File: config.mk
export PLATFORM = sky130hd
export DESIGN_NAME = bp_fe_pc_seq
export DESIGN_NICKNAME = d
export VERILOG_FILES = /design/src/rtl/bp_fe_pkg.sv /design/src/rtl/bp_fe_pc_seq_pipe.sv /design/src/rtl/bp_fe_pc_seq.sv
export SDC_FILE = /design/constraint.sdc
export NUM_CORES = 1
export LEC_CHECK = 0
export ABC_AREA = 1
export CAP_MARGIN = 25
export CORE_ASPECT_RATIO = 2
export CORE_MARGIN = 4
export CORE_UTILIZATION = 33
export CTS_BUF_LIST = sky130_fd_sc_hd__clkbuf_8
export DETAILED_ROUTE_END_ITERATION = 8
export GPL_ROUTABILITY_DRIVEN = 0
export PLACE_DENSITY_LB_ADDON = 0.3
export RECOVER_POWER = 50
export SLEW_MARGIN = 40
export SYNTH_ARGS = -nofsm -noshare
export SYNTH_HDL_FRONTEND = slang
export SYNTH_SLANG_ARGS = --single-unit
File: constraint.sdc
create_clock -name clk_i -period 6.2 [get_ports clk_i]
set_input_delay 0.62 -clock clk_i [delete_from_list [all_inputs] [get_ports clk_i]]
set_output_delay 0.62 -clock clk_i [all_outputs]
set_load 0.005 [all_outputs]
File: src/rtl/bp_fe_pkg.sv
// Shared front-end types: PC sequencer FSM states and the fetch-pipeline stage record.
`define BP_FE_DECLARE_PC_SEQ_STAGE_S(vaddr_width) \
    typedef struct packed { \
        logic                   v; \
        logic [vaddr_width-1:0] pc; \
    } bp_fe_pc_seq_stage_s;

package bp_fe_pkg;

    typedef enum logic [1:0] {
        e_wait  = 2'd0,
        e_stall = 2'd1,
        e_run   = 2'd2
    } bp_fe_pc_seq_state_e;

endpackage

File: src/rtl/bp_fe_pc_seq_pipe.sv
// In-flight fetch tracker: depth_p-stage shift register of {valid, pc}; kill clears
// the valid of every entry moving into stages 1..depth_p-1.
module bp_fe_pc_seq_pipe
    import bp_fe_pkg::*;
#(
    parameter int vaddr_width_p = 39,
    parameter int depth_p       = 2
) (
    input  logic                               clk_i,
    input  logic                               reset_i,
    input  logic                               in_v_i,
    input  logic [vaddr_width_p-1:0]           in_pc_i,
    input  logic                               kill_i,
    output logic [depth_p-1:0]                 v_o,
    output logic [depth_p*vaddr_width_p-1:0]   pc_o
);

    `BP_FE_DECLARE_PC_SEQ_STAGE_S(vaddr_width_p)

    bp_fe_pc_seq_stage_s [depth_p-1:0] stage_q;
    bp_fe_pc_seq_stage_s [depth_p-1:0] stage_d;

    always_comb begin
        stage_d[0].v  = in_v_i;
        stage_d[0].pc = in_pc_i;
        for (int i = 1; i < depth_p; i++) begin
            stage_d[i].v  = stage_q[i-1].v & ~kill_i;
            stage_d[i].pc = stage_q[i-1].pc;
        end
    end

    always_ff @(posedge clk_i or posedge reset_i) begin
        if (reset_i) begin
            stage_q <= '0;
        end else begin
            stage_q <= stage_d;
        end
    end

    for (genvar g = 0; g < depth_p; g++) begin : g_out
        assign v_o[g]                                  = stage_q[g].v;
        assign pc_o[g*vaddr_width_p +: vaddr_width_p] = stage_q[g].pc;
    end

endmodule

File: src/rtl/bp_fe_pc_seq.sv
// Front-end PC sequencer: picks the next fetch PC (redirect, restart, override, BTB,
// sequential), replays unaccepted requests and tracks fetches through depth_p stages.
module bp_fe_pc_seq
    import bp_fe_pkg::*;
#(
    parameter int          vaddr_width_p = 39,
    parameter int          depth_p       = 2,
    parameter int          fetch_bytes_p = 4,
    parameter int          instr_align_p = 4,
    parameter logic [63:0] boot_pc_p     = 64'h0080000000
) (
    input  logic                             clk_i,
    input  logic                             reset_i,
    input  logic                             redirect_v_i,
    input  logic [vaddr_width_p-1:0]         redirect_pc_i,
    input  logic                             ovr_v_i,
    input  logic [vaddr_width_p-1:0]         ovr_pc_i,
    input  logic                             pred_v_i,
    input  logic [vaddr_width_p-1:0]         pred_pc_i,
    input  logic                             fail_i,
    input  logic                             exception_i,
    input  logic                             hold_i,
    output logic                             fetch_v_o,
    output logic [vaddr_width_p-1:0]         fetch_pc_o,
    input  logic                             fetch_yumi_i,
    output logic [depth_p-1:0]               stage_v_o,
    output logic [depth_p*vaddr_width_p-1:0] stage_pc_o,
    output logic [depth_p-2:0]               poison_o,
    output logic                             misalign_o
);

    localparam int                       last_lp       = depth_p - 1;
    localparam logic [vaddr_width_p-1:0] align_mask_lp = vaddr_width_p'(instr_align_p - 1);
    localparam logic [vaddr_width_p-1:0] fetch_mask_lp = vaddr_width_p'(fetch_bytes_p - 1);
    localparam logic [vaddr_width_p-1:0] fetch_inc_lp  = vaddr_width_p'(fetch_bytes_p);
    localparam logic [vaddr_width_p-1:0] boot_pc_lp    = vaddr_width_p'(boot_pc_p);

    // Next fetch block start; the add wraps at 2^vaddr_width_p.
    function automatic logic [vaddr_width_p-1:0] seq_pc(input logic [vaddr_width_p-1:0] pc);
        return (pc & ~fetch_mask_lp) + fetch_inc_lp;
    endfunction

    bp_fe_pc_seq_state_e state_q, state_d;
    logic [vaddr_width_p-1:0] resume_q, resume_d;
    logic [vaddr_width_p-1:0] held_q, held_d;

    logic [depth_p-1:0]               stage_v;
    logic [depth_p*vaddr_width_p-1:0] stage_pc;
    logic [vaddr_width_p-1:0]         stage0_pc;
    logic [vaddr_width_p-1:0]         resolve_pc;

    logic                     resolve_v;
    logic                     exc_v;
    logic                     fail_v;
    logic                     ovr_v;
    logic                     mis;
    logic                     kill;
    logic                     fetch_v;
    logic                     accept;
    logic [vaddr_width_p-1:0] fetch_pc;

    assign stage0_pc  = stage_pc[0 +: vaddr_width_p];
    assign resolve_pc = stage_pc[last_lp*vaddr_width_p +: vaddr_width_p];

    // Resolve-stage events only count when the resolve stage holds a live fetch.
    assign resolve_v = stage_v[last_lp];
    assign exc_v     = exception_i & resolve_v;
    assign fail_v    = fail_i & resolve_v;
    assign ovr_v     = ovr_v_i & resolve_v;
    assign mis       = redirect_v_i & ((redirect_pc_i & align_mask_lp) != '0);
    assign kill      = redirect_v_i | fail_v | exc_v | ovr_v;
    assign accept    = fetch_v & fetch_yumi_i;

    bp_fe_pc_seq_pipe #(
        .vaddr_width_p(vaddr_width_p),
        .depth_p      (depth_p)
    ) pipe (
        .clk_i  (clk_i),
        .reset_i(reset_i),
        .in_v_i (accept),
        .in_pc_i(fetch_pc),
        .kill_i (kill),
        .v_o    (stage_v),
        .pc_o   (stage_pc)
    );

    always_ff @(posedge clk_i or posedge reset_i) begin
        if (reset_i) begin
            state_q <= e_wait;
        end else begin
            state_q <= state_d;
        end
    end

    // Stall exit uses the accepted handshake, so a yumi during hold cannot skip the replay.
    always_comb begin
        state_d = state_q;
        if (mis) begin
            state_d = e_wait;
        end else if (redirect_v_i) begin
            state_d = accept ? e_run : e_stall;
        end else begin
            unique case (state_q)
                e_wait:  state_d = e_wait;
                e_stall: if (accept) state_d = e_run;
                e_run: begin
                    if (exc_v)       state_d = e_wait;
                    else if (fail_v) state_d = e_stall;
                end
                default: state_d = e_wait;
            endcase
        end
    end

    always_comb begin
        fetch_pc = held_q;
        if (redirect_v_i)               fetch_pc = redirect_pc_i;
        else if (state_q != e_run)      fetch_pc = resume_q;
        else if (exc_v | fail_v)        fetch_pc = resolve_pc;
        else if (ovr_v)                 fetch_pc = ovr_pc_i;
        else if (stage_v[0] & pred_v_i) fetch_pc = pred_pc_i;
        else if (stage_v[0])            fetch_pc = seq_pc(stage0_pc);

        fetch_v = ~mis & (redirect_v_i
                          | ((state_q != e_wait) & ~fail_v & ~exc_v & ~hold_i));
    end

    // Any request not accepted this cycle is remembered so the next cycle replays it.
    always_comb begin
        resume_d = resume_q;
        if (redirect_v_i)          resume_d = redirect_pc_i;
        else if (fail_v | exc_v)   resume_d = resolve_pc;

        held_d = held_q;
        if (!accept) held_d = fetch_pc;
    end

    always_ff @(posedge clk_i or posedge reset_i) begin
        if (reset_i) begin
            resume_q <= boot_pc_lp;
            held_q   <= boot_pc_lp;
        end else begin
            resume_q <= resume_d;
            held_q   <= held_d;
        end
    end

    assign fetch_v_o  = fetch_v & ~reset_i;
    assign fetch_pc_o = fetch_pc;
    assign misalign_o = mis & ~reset_i;
    assign poison_o   = stage_v[depth_p-2:0] & {(depth_p-1){kill & ~reset_i}};
    assign stage_v_o  = stage_v;
    assign stage_pc_o = stage_pc;

endmodule

==> summary by stage <==
Run status
The flow ran to the end, but the final reports show violations. The checks that failed: capacitance limit, slew limit.

Clock network
The clock reaches the later pin of the worst-skew pair after 0.52 ns. The count of hold buffers inserted by post-cts repair is 0. The H-tree generated during clock tree synthesis spans 4 levels. After clock tree synthesis, the clock-pin slew on the worst setup and hold paths is 0.10 ns.

The buffer levels on the longest clock path is 2. Once the clock tree was built, the setup fixing pass inserted 0 buffers. The clock sink count is 160.

The number of buffers inserted during clock tree synthesis is 17. The cell at the root of the clock tree is clkbuf_8. The clock tree from TritonCTS is built. In this run, post-CTS repair resized a total of 0 instances.

Critical path
The worst register-to-register path ends at resume_q[27]. The worst setup path is of the input port to primary output kind. STA classifies the critical path endpoint as a primary output. The required time at the endpoint of the critical path is ~5.6 ns.

The launch point of the worst reg-to-reg path is pipe.v_o[1]. The worst reg2reg path depth is 7. The worst register-to-register path has a setup slack of 1.89 ns. For the worst setup path, the data arrival time is 4.20 ns. The startpoint type of the worst setup path is an input port. Along the worst path, the maximum fanout reaches 53.

Logic synthesis
The count of flip-flops with a built-in enable after synthesis is 0. After synthesis, the share of flip-flops with an asynchronous set or reset is 100%. For this run, the leading register cell type out of synthesis is dfrtp_1. The sequential cell area fraction in the yosys report is 43.0%.

Averaged over all synthesized cells, the footprint is just under 8 um2. The warning count from the yosys run is 0. The cell area that synthesis handed to floorplanning was 9310 um2. The net count after synthesis is 1317. The synthesized design contains 160 register bits. The number of standard cells after synthesis is 1190. The number of library cell types mapped by synthesis is 42.

Timing
Based on the critical path, the design can be clocked at up to 0.207 GHz. Setup repair after global routing left no endpoint under its margin. At the pin with the least slew margin, the transition time is ~4.2 ns. Measured against its own limit, the worst slew margin works out to -181%. The max-slew violation count was 110. The minimum clock period is 4.82 ns. On the final layout, the worst clock skew is between 0.02 and 0.025 ns.

The share of the clock period used by the worst path after layout is 77.8%. The number of hold violations in the final report is 0. The worst hold slack across all endpoints is approximately 0.39 ns.

The setup-violating endpoint count in the final report is 0. The total negative slack is 0 ns.

Routing
The wire length reported by the detailed router is 35700 um. The residual antenna-violating net count after detailed routing is 0. After detailed routing, the number of vias per cell comes to 5.24. For this run, the detailed router's first-pass iteration total came to 5.

The number of design-rule violations left by the first detailed-router iteration is 490. The average routed wire per standard cell is 20.9 um. In the routed design, unresolved DRC markers number 0. The detailed-route via count is 8924.

GRT
Entering global routing, the biggest net connects 110 pins. In the global route stage, overall resource usage came out at 22.9%. The via count of the first global-routing pass came to 9187. The number of antenna violations at the first check in global routing is 9. The first global-routing pass estimated between 50000 and 60000 um of wire. The remaining global-route overflow is 0.

Hold path
Counting instances, the worst hold path has a depth of 0. In this run the most critical hold path is launched from pipe.pc_o[1]. The path class of the tightest hold or removal check is flop to flop. The endpoint of the worst hold path is pipe.pc_o[40].

Layout
The library cell used most frequently in the layout, excluding fill and tap cells, is nand2_1. The combined area of the multi-input logic cells is 4060 um2. The final-stage net count is approximately 1500. Compared with the post-synthesis result, the final layout area differs by 26.6%. Of the cells placed in the final design, the portion with a size suffix greater than 1 is 6.63%. In the layout the commonest cells are nand2_1, clkdlybuf4s50_1, dfrtp_1, nor2_1, inv_1.

Fill cells in the final layout number between 2000 and 3000. The flip-flop and latch area is between 4000 and 5000 um2.

Place
The wire-length estimate of the detail-placed layout is 26100 um. Buffers placed on the I/O ports in this run total around 250.

Die
The core region is ~28000 um2. The die is 245 um tall. During I/O placement, the number of pins put on the boundary was 248. The initial utilization of the core area, before any placement, comes to 33.7%.

The chip width is around 130 um. The die covers 31100 um2. The initialized floorplan defines 86 standard-cell rows.

Power and ir drop
For this design the ratio of total power to cell area is 247 nW/um2. VDD sags by at most 153 uV. The leakage power summed over all cells is 5.15 nW.

Job
The max-capacitance violation count is 1.
## routing by layer
layer  up-vias  global-route usage (%)  share of wire (%)
met1      4310                    23.2                 34
met3       103                    4.65                5.1
met4         0                    14.2                6.0
met2       375                    42.0                 55
li1       4136                       -                  -
met5         -                       0                  0
## cells in the mapped netlist (17+ instances only)
library cell	n	share of area (%)
buf_2	20	1.1
o21ai_0	30	1.6
nand2_1	392	16
a21oi_1	62	3.3
clkbuf_1	21	0.85
inv_1	65	2.6
nand3_1	57	3.1
o221ai_1	17	1.6
nor2_1	103	4.2
o211ai_1	32	2.6
a221oi_1	31	2.9
dfrtp_1	158	42
buf_4	81	6.5
## worst max-delay path by stage
stage / from / to / slack [ns]
2_1_floorplan: reset_i / held_q[0] / 1.26
3_3_place_gp: pred_v_i / fetch_pc_o[0] / 1.99
3_5_place_dp: pred_v_i / fetch_pc_o[0] / 1.96
4_1_cts: pipe.v_o[0] / fetch_pc_o[6] / 1.67
5_1_grt: reset_i / resume_q[11] / 0.79
6_report: exception_i / poison_o / 1.38
## stage by stage
step	util, %	worst slack, ns	area [um2]	power (mW)	cells
2_1_floorplan	-	1.26	9310	1.72	1190
3_3_place_gp	41.0	1.99	11300	2.07	1662
3_5_place_dp	41.1	1.96	11400	2.08	1662
4_1_cts	42.6	1.67	11800	2.95	1694
5_1_grt	42.6	0.793	11800	3.07	1703
6_report	42.6	1.38	11800	2.91	1703
## cell type report
cell class / instances / area share [%]
Tap cell: 352 / 3.74
Timing Repair Buffer: 259 / 21.7
Antenna cell: 9 / 0.191
Sequential cell: 160 / 34.0
Clock inverter: 15 / 1.69
Multi-Input combinational cell: 821 / 34.5
Clock buffer: 17 / 1.99
Inverter: 70 / 2.25
## critical path, cell delays in order
cell             delay (ns)
dlygate4sd3_1          0.55
o21ai_0                0.15
clkbuf_1               0.69
inv_4                  0.45
nor2_1                 1.03
a211oi_1               0.18
clkdlybuf4s50_1        0.52
## where the power goes
part	internal (mW)	total, mW	switching, mW
Combinational	0.367	0.739	0.372
Clock	0.410	0.869	0.460
Sequential	1.17	1.31	0.131
Total	1.95	2.91	0.962
## registers in the layout, summed over array words and instances (netlist names)
register	cells
held_q	39
pipe.pc_o	78
pipe.v_o	2
resume_q	39
state_q	2
## cells by family (layout without fill, tap and decap cells)
kind of cell | count (synthesis) | in the layout | synth area share [%]
AO/OA/AOI/OAI | 202 | 202 | 14.1
XOR/XNOR | 15 | 15 | 1.57
adder cells (fa/ha/maj) | 1 | 1 | 0.134
buffers and inverters | 209 | 361 | 13.2
flip-flops | 160 | 160 | 43.0
other | 0 | 9 | 0
AND/OR/NAND/NOR | 603 | 603 | 27.9
No activity file was read; power rests on OpenSTA's default activity.
